--- config.mk ---
export PLATFORM = sky130hd
export DESIGN_NAME = edge_qualifier
export DESIGN_NICKNAME = d
export VERILOG_FILES = /design/src/rtl/edge_qualifier.sv
export SDC_FILE = /design/constraint.sdc
export NUM_CORES = 1
export LEC_CHECK = 0
export BUFFER_PORTS_ARGS = -buffer_cell sky130_fd_sc_hd__buf_2
export CORE_MARGIN = 1
export CORE_UTILIZATION = 30
export DETAILED_ROUTE_END_ITERATION = 8
export GPL_TIMING_DRIVEN = 0
export PLACE_DENSITY = 0.56
export REMOVE_ABC_BUFFERS = 1
export SLEW_MARGIN = 25
export SYNTH_ARGS = -nofsm -noshare
export SYNTH_HDL_FRONTEND = slang
export SYNTH_SLANG_ARGS = --single-unit
--- constraint.sdc ---
create_clock -name clk -period 2.6 [get_ports clk]
set_clock_uncertainty 0.05 [all_clocks]
set_input_delay 0.52 -clock clk [delete_from_list [all_inputs] [get_ports clk]]
set_output_delay 0.52 -clock clk [all_outputs]
set_load 0.05 [all_outputs]
--- src/rtl/edge_qualifier.sv ---
// edge_qualifier: synchronises one async input, rejects short glitches and emits enabled rise/fall pulses.
// Define EDGE_QUAL_GLITCH_CNT_EN to add the saturating glitch_cnt output.
module edge_qualifier #(
  parameter int SYNC_STAGES = 2,
  parameter int FILT_LEN    = 4,
  parameter int FILT_W      = 4
) (
  input  logic       clk,
  input  logic       rst_n,
  input  logic       sig_in,
  input  logic       enb_in,
  output logic       enb,
  output logic       rise,
  output logic       fall,
`ifdef EDGE_QUAL_GLITCH_CNT_EN
  output logic [7:0] glitch_cnt,
`endif
  output logic       sig_q
);

  typedef enum logic [1:0] {LOW, RISE_PEND, HIGH, FALL_PEND} state_t;

  localparam logic [FILT_W-1:0] STAB_ONE = FILT_W'(1);
  localparam logic [FILT_W-1:0] STAB_END = FILT_W'(FILT_LEN);

  logic [SYNC_STAGES-1:0] sync_q, sync_d;
  logic                   sync;
  state_t                 state_q, state_d;
  logic [FILT_W-1:0]      stab_q, stab_d, stab_inc;
  logic                   rise_q, rise_d;
  logic                   fall_q, fall_d;
  logic                   enb_q, enb_d;
  logic                   commit_rise, commit_fall;

  always_comb begin
    sync_d = {sync_q[SYNC_STAGES-2:0], sig_in};
  end

  assign sync     = sync_q[SYNC_STAGES-1];
  assign stab_inc = stab_q + STAB_ONE;

  always_comb begin
    state_d     = state_q;
    stab_d      = stab_q;
    commit_rise = 1'b0;
    commit_fall = 1'b0;
    case (state_q)
      LOW: begin
        stab_d = '0;
        if (sync) begin
          if (FILT_LEN == 1) begin
            state_d     = HIGH;
            commit_rise = 1'b1;
          end else begin
            state_d = RISE_PEND;
            stab_d  = STAB_ONE;
          end
        end
      end
      RISE_PEND: begin
        if (sync) begin
          // stab counts samples already seen high; commit when this one completes the run
          if (stab_inc == STAB_END) begin
            state_d     = HIGH;
            stab_d      = '0;
            commit_rise = 1'b1;
          end else begin
            stab_d = stab_inc;
          end
        end else begin
          state_d = LOW;
          stab_d  = '0;
        end
      end
      HIGH: begin
        stab_d = '0;
        if (!sync) begin
          if (FILT_LEN == 1) begin
            state_d     = LOW;
            commit_fall = 1'b1;
          end else begin
            state_d = FALL_PEND;
            stab_d  = STAB_ONE;
          end
        end
      end
      FALL_PEND: begin
        if (!sync) begin
          if (stab_inc == STAB_END) begin
            state_d     = LOW;
            stab_d      = '0;
            commit_fall = 1'b1;
          end else begin
            stab_d = stab_inc;
          end
        end else begin
          state_d = HIGH;
          stab_d  = '0;
        end
      end
      default: begin
        state_d = LOW;
        stab_d  = '0;
      end
    endcase
  end

  // The FSM tracks regardless of enable; only the pulses are gated, and never deferred
  always_comb begin
    rise_d = commit_rise & enb_in;
    fall_d = commit_fall & enb_in;
    enb_d  = enb_in;
  end

  always_ff @(posedge clk or negedge rst_n) begin
    if (!rst_n) begin
      sync_q  <= '0;
      state_q <= LOW;
      stab_q  <= '0;
      rise_q  <= 1'b0;
      fall_q  <= 1'b0;
      enb_q   <= 1'b0;
    end else begin
      sync_q  <= sync_d;
      state_q <= state_d;
      stab_q  <= stab_d;
      rise_q  <= rise_d;
      fall_q  <= fall_d;
      enb_q   <= enb_d;
    end
  end

  assign rise  = rise_q;
  assign fall  = fall_q;
  assign enb   = enb_q;
  assign sig_q = (state_q == HIGH) || (state_q == FALL_PEND);

`ifdef EDGE_QUAL_GLITCH_CNT_EN
  logic [7:0] glitch_cnt_q, glitch_cnt_d;
  logic       abort;

  always_comb begin
    abort        = ((state_q == RISE_PEND) && !sync) || ((state_q == FALL_PEND) && sync);
    glitch_cnt_d = glitch_cnt_q;
    if (abort && (glitch_cnt_q != 8'hFF)) begin
      glitch_cnt_d = glitch_cnt_q + 8'd1;
    end
  end

  always_ff @(posedge clk or negedge rst_n) begin
    if (!rst_n) begin
      glitch_cnt_q <= '0;
    end else begin
      glitch_cnt_q <= glitch_cnt_d;
    end
  end

  assign glitch_cnt = glitch_cnt_q;
`endif

endmodule

Yosys cells after proc, flatten, opt, wreduce, memory -nomap -nowiden
Cells that the tools add are included.
Cells by class
  bitwise gates (word level): 2
  add/subtract/negate cells: 1
  reductions and logical operators: 3
  eq/ne operators: 8
  muxes and demuxes: 18
Operators with widths (number)
  one-hot mux 4 bit (4 select lines): 1
  2-to-1 mux 2 bit: 6
  2-to-1 mux 4 bit: 3
  one-hot mux 2 bit (4 select lines): 1
  2-to-1 mux 1 bit: 7
  != test 3 bit (second input constant): 2
  adder 4 x 1 -> 4 bit (second input constant): 1
  == test 2 bit (second input constant): 2
  == test 4 x 3 -> 1 bit (second input constant): 1
  != test 2 bit (second input constant): 2
  AND reduction 4 bit: 1
  AND 1 bit: 2
  == test 2 x 1 -> 1 bit (second input constant): 1
  logical NOT 2 bit: 1
  logical OR 1 bit: 1
Storage, ports and cells
  logic and storage cells: 38
  flip-flop bits (word level): 11
  output and inout bits: 4
  bits of input ports: 4

Logic depth before layout (Yosys ltp)
Gate-level depths: netlist of run 1.
  word-level depth: 6
  gate-level depth with buffers: 5
  gate-level depth less buffers: 5

Least setup slack after synthesis of run 1
OpenSTA, ideal clock, no wires.
  path kind: register -> register
  start point: register stab_q[0]
  end point: register with a tool-made name
  library setup time: 127 ps
  stages on the path, launching flop included: 5
  setup slack: 950 ps
  data arrival time: 1472 ps
  buffers on the path: 0
  period minus slack after synthesis: 1650 ps
  cell sequence: dfrtp_1 > ha_1 > nor4b_2 > o211a_1 > mux2_1
RTL lines
  start, declared: RTL line 29  | logic [FILT_W-1:0] stab_q, stab_d, stab_inc;
  start signal, assigned: RTL line 126  | stab_q <= stab_d;

==> metrics.md, run 1 <==
| Metric | Value |
|---|---|
| CTS Buf Count | 3 |
| Post-Syn Area | 484 um^2 |
| Setup Buffers After CTS | 0 |
| Mapped Cells | 38 |
| Register Area | 275 um^2 |
| Worst EP arrival | 1.89 ns |
| DIE WIDTH | 42.2 um |
| Final nets | 55 |
| Max IR drop VDD | 0.000327 V |
| First-pass detailed-route iteration total | 2 |
| Number of diodes | 0 |
| Post-Route Setup TNS | 0 ns |
| Number of flops mapped to enable cells by yosys | 0 |
| Commonest non-fill, non-tap cell in the layout | dfrtp_1 |
| Post-synth top flop | dfrtp_1 |
| Vias in the first global route | 299 |
| Clk slew on worst S/H paths | 0.06 ns |
| Unique cell type count in the Yosys netlist | 21 |
| Cell chain of the critical path | ha_1 -> nor4b_2 -> o211a_1 -> mux2_1 |
| Kind of end point of the critical path | flip-flop |
| Maximum clock insertion buffer count | 2 |
| Worst-skew pair later-pin latency | 0.25 ns |
| All-Layer GR Usage | 9.47% |
| Root Buffer | clkbuf_4 |
| DIE HEIGHT | 42.2 um |
| H-tree depth | 1 |
| Cts repair resizes | 0 |
| Routed Antenna Nets | 0 |
| Critical Path RT | 2.69 ns |
| Final Wtd Congestion | 0.714 |
| Placed Instances | 60 |
| Minimum clock period | 1.80 ns |
| Synth async-reset ratio | 100% |
| Pin count of the biggest net entering global routing | 12 |
| DRC | 0 |
| Final hold vios | 0 |
| Pre-CTS setup slack | 0.799 ns |
| CP bufs+invs | 0 |
| Hold_buf cts | 0 |
| Core Rows | 14 |
| Vias post-DR | 309 |
| Sequential-to-total area share from yosys stat | 56.8% |
| Static Leak | 0.000299 uW |
| Crit start category | flip-flop |
| CP max FO | 8 |
| Post-DP HPWL | 520 um |
| Worst-margin pin slew | 0.251 ns |
| CTS tree | yes |
| # setup viols final | 0 |
| Relative slew margins | 83.2% |
| Power Density | 589 nW/um^2 |
| Outcome | completed |
| Synth warn | 0 |
| Finished Layout Cells | 64 |
| Grt total ovfl | 0 |
| Hold Crit Class | input port to asynchronous set/reset pin |
| Share of cells above drive strength 1 | 25.0% |
| Area of the multi-input gates | 205 um^2 |
| First-pass GRT wire length | 1240 um |
| Post-route setup slack | 0.803 ns |
| Clock Sinks | 11 |
| Port Buffers | 7 |
| RSZ-0062 raised after global routing | false |
| Via/cell ratio | 4.83 |
| Final Max Slew Viols | 0 |
| Initial core utilization | 32.1% |
| #FFs+latches synth | 11 |
| Largest delay contributor family on the critical path | flip-flops |
| CP max-delay cell | dfrtp_1 |
| Most frequent cells in the layout | dfrtp_1 (11), buf_2 (7), a21oi_1 (4) |
| FMAX | 556 MHz |
| I/O pin total | 8 |
| Total power | 331 uW |
| Die area | 1780 um^2 |
| Kind of critical path | flip-flop to flip-flop |
| Initial antenna violation count | 0 |
| CORE AREA | 1510 um^2 |
| CP max stage delay | 0.46 ns |
| Max-cap violations | 0 |
| Drt total wl | 662 um |
| WL/cell | 10.3 um |
| Crit share post-route | 69.1% |
| Syn Area/Cell | 12.7 um^2 |
| DRT iter0 DRCs | 3 |
| Area Overhead vs Synth | 16.0% |
| Fill count | 159 |
==> per-stage QoR <==
stage	hold WS, ns	utilization [%]	cell area, um^2
floorplan	0.174	-	480
global placement	0.288	35.5	536
detailed placement	0.292	35.5	536
CTS	0.0615	37.3	562
global route	0.0705	37.3	562
finish	0.0605	37.3	562
==> state kept, by name (all words and copies together), names as in the netlist, named ones only <==
name,count
enb,1
fall,1
rise,1
stab_q,4
state_q,1
sync_q,2
==> cell usage after synthesis (2+ instances only) <==
cell     instances  share of area [%]
dfrtp_1         11                 57
a21oi_1          4                4.1
ha_1             2                5.2
xor2_1           2                3.6
and4b_1          2                4.1
nor2_1           2                1.6
==> cell type report <==
cell class | count | area share [%]
timing repair buffer | 7 | 6.24
tap | 16 | 3.56
sequential | 11 | 49.0
multi-input combinational | 26 | 36.5
clock buffer | 4 | 4.68
==> routing by layer <==
layer  vias to the layer above  track usage (%)  wire (um)
met4                         0             7.50          0
met2                         4             12.3        292
met3                         0             2.59         11
li1                        161                -          -
met1                       144             13.0        359
met5                         -                0          0
==> cells by family after synthesis <==
| family | count (synthesis) | share of synthesized area, % |
|---|---|---|
| and+or+nand+nor | 12 | 18.3 |
| DFF | 11 | 56.8 |
| AOI/OAI and AO/OA | 8 | 11.1 |
| xor gates and xnor gates | 3 | 5.43 |
| adders and majority gates | 2 | 5.17 |
| buffers and inverters | 1 | 0.774 |
| muxes | 1 | 2.33 |
==> report_power, final <==
part	switching (uW)	internal [uW]
Combinational	18.5	12.4
Clock	48.2	59.1
Sequential	12.4	180
Total	79.2	252
==> final timing paths <==
kind | start | cells past startpoint | end | slack, ns
max in group asynchronous | rst_n | 1 | stab_q[2]$_DFF_PN0_ | 2.25
worst max-delay path | stab_q[0]$_DFF_PN0_ | 4 | flip-flop | 0.80
min in group clk | sync_q[0]$_DFF_PN0_ | 0 | sync_q[1]$_DFF_PN0_ | 0.30
worst min register to register | sync_q[0]$_DFF_PN0_ | 0 | sync_q[1]$_DFF_PN0_ | 0.30
worst max register to register | stab_q[0]$_DFF_PN0_ | 4 | flip-flop | 0.80
worst min-delay path | rst_n | 1 | enb$_DFF_PN0_ | 0.06
(Power assumes the default switching activity.)
==> run 2: changes to the inputs <==
==> constraint.sdc (replaced) <==
create_clock -name clk -period 1.72 [get_ports clk]
set_clock_uncertainty 0.05 [all_clocks]
set_input_delay 0.344 -clock clk [delete_from_list [all_inputs] [get_ports clk]]
set_output_delay 0.344 -clock clk [all_outputs]
set_load 0.05 [all_outputs]
==> run 2 against run 1 <==
Compared with the run above:
- final area increased by 13%
- hold slack better by 0.082 ns
- core utilization up 4.7 points
- flip-flop and latch count stayed put
- highest routed layer unchanged
- global-route usage increased by 0.46 points
- critical path depth did not move
==> metrics.md, run 2 (synthesis results as in run 1) <==
| Metric | Value |
|---|---|
| Outcome | completed |
| FMAX | 607 MHz |
| CP max FO | 7 |
| First-pass GRT wire length | 1300 um |
| Power Density | 835 nW/um^2 |
| Worst-skew pair later-pin latency | 0.25 ns |
| Worst-margin pin slew | 0.249 ns |
| Post-route cell area | 633 um^2 |
| Clock Sinks | 11 |
| Final nets | 61 |
| Die area | 1780 um^2 |
| Commonest non-fill, non-tap cell in the layout | dfrtp_1 |
| First-pass detailed-route iteration total | 3 |
| Relative slew margins | 83.5% |
| DRT iter0 DRCs | 3 |
| Int Power | 401 uW |
| DP Area | 536 um^2 |
| Pre-CTS setup slack | -0.0813 ns |
| CORE AREA | 1510 um^2 |
| Post-DP HPWL | 520 um |
| I/O pin total | 8 |
| Core Rows | 14 |
| Initial antenna violation count | 0 |
| Crit start category | flip-flop |
| Vias post-DR | 336 |
| Largest Register | stab_q |
| Post-route setup slack | 0.0724 ns |
| Routed Antenna Nets | 0 |
| Crit share post-route | 95.8% |
| Number of diodes | 0 |
| Minimum clock period | 1.65 ns |
| Root Buffer | clkbuf_4 |
| Port Buffers | 7 |
| Grt total ovfl | 0 |
| Maximum clock insertion buffer count | 2 |
| Sw frac | 24.1% |
| Final hold vios | 0 |
| All-Layer GR Usage | 9.93% |
| Total power | 528 uW |
| Flop pwr share | 55.7% |
| Max reg flops | 4 |
| Worst EP arrival | 1.74 ns |
| Critical Path RT | 1.81 ns |
| Initial core utilization | 32.1% |
| Drt total wl | 761 um |
| DIE WIDTH | 42.2 um |
| DIE HEIGHT | 42.2 um |
| Final Wtd Congestion | 0.714 |
| Pin count of the biggest net entering global routing | 12 |
| Kind of end point of the critical path | flip-flop |
| Most frequent cells in the layout | dfrtp_1 (9), buf_2 (7), buf_4 (5) |
| Biggest regs | stab_q x4, sync_q x2 |
| WL/cell | 10.9 um |
| Clock power share | 30.5% |
| # setup viols final | 0 |
| Max IR drop VDD | 0.000489 V |
| Placed Instances | 60 |
| DRC | 0 |
| Share of cells above drive strength 1 | 37.0% |
| Logic gate share of total power | 13.9% |
| Finished Layout Cells | 70 |
| Via/cell ratio | 4.80 |
| CTS Buf Count | 3 |
| Static Leak | 0.000325 uW |
| Max-cap violations | 0 |
| Final Max Slew Viols | 0 |
| Hold Crit Class | input port to flip-flop |
| Kind of critical path | flip-flop to flip-flop |
| Area Overhead vs Synth | 30.7% |
| Vias in the first global route | 312 |
| CTS tree | yes |
| H-tree depth | 1 |
| Post-layout utilization of the core | 42.0% |
| Clk slew on worst S/H paths | 0.06 ns |
| Sw power | 127 uW |
[run 2: changes by cell type in the layout (fill, tap and decap cells not counted), sizes merged]
| cell | before | now |
|---|---|---|
| buf | 7 | 12 |
| dlygate4sd3 | 0 | 1 |
[run 2: worst max-delay path, cell delays in order (launching register included)]
cell	delay [ns]
dfrtp_2	0.46
ha_4	0.20
nor4b_4	0.28
o211a_1	0.23
mux2_1	0.32
[run 2: path summary, 6_finish.rpt]
check | start | end | slack [ns] | depth (start not counted)
worst min register to register | sync_q[0]$_DFF_PN0_ | sync_q[1]$_DFF_PN0_ | 0.30 | 0
min in group asynchronous | rst_n | enb$_DFF_PN0_ | 0.42 | 2
max in group asynchronous | rst_n | stab_q[0]$_DFF_PN0_ | 0.99 | 2
worst max-delay path | stab_q[0]$_DFF_PN0_ | flip-flop | 0.07 | 4
worst max register to register | stab_q[0]$_DFF_PN0_ | flip-flop | 0.07 | 4
worst min-delay path | sig_in | sync_q[0]$_DFF_PN0_ | 0.14 | 1
[run 2: metrics by stage]
step / TNS, ns / hold slack [ns]
after floorplan: 0 / -0.00159
after global placement: -0.0677 / 0.171
after detailed placement: -0.0813 / 0.172
after CTS: 0 / 0.128
after global routing: -0.00114 / 0.125
final: 0 / 0.143
[run 2: cell type report]
type / instances / area (um^2)
Clock buffer: 4 / 26.3
Fill cell: 158 / 873
Multi-Input combinational cell: 26 / 226
Sequential cell: 11 / 278
Tap cell: 16 / 20.0
Timing Repair Buffer: 13 / 82.6
[run 2: what timing repair did]
item / in CTS / in global routing
hold buffers: 1 / 0
buffers inserted: 1 / 4
resized for setup: 1 / 4
pin swaps: 1 / 2
setup endpoints to repair: 1 / 3
endpoints found under the hold margin: 11 / 0
[run 2: per-layer routing]
metal  global-route usage, %  share of wire [%]
met2                    12.9                 49
met5                       0                  0
met3                    2.59                1.4
met1                    13.9                 50
met4                    7.50                  0
[run 2: power groups by stage]
stage / Combinational [uW] / Clock [uW] / Sequential (uW)
floorplan: 23.7 / 0 / 301
detailed placement: 48.4 / 0 / 296
global placement: 47.9 / 0 / 296
CTS: 50.6 / 175 / 292
global route: 82.9 / 186 / 297
finish: 73.3 / 161 / 294
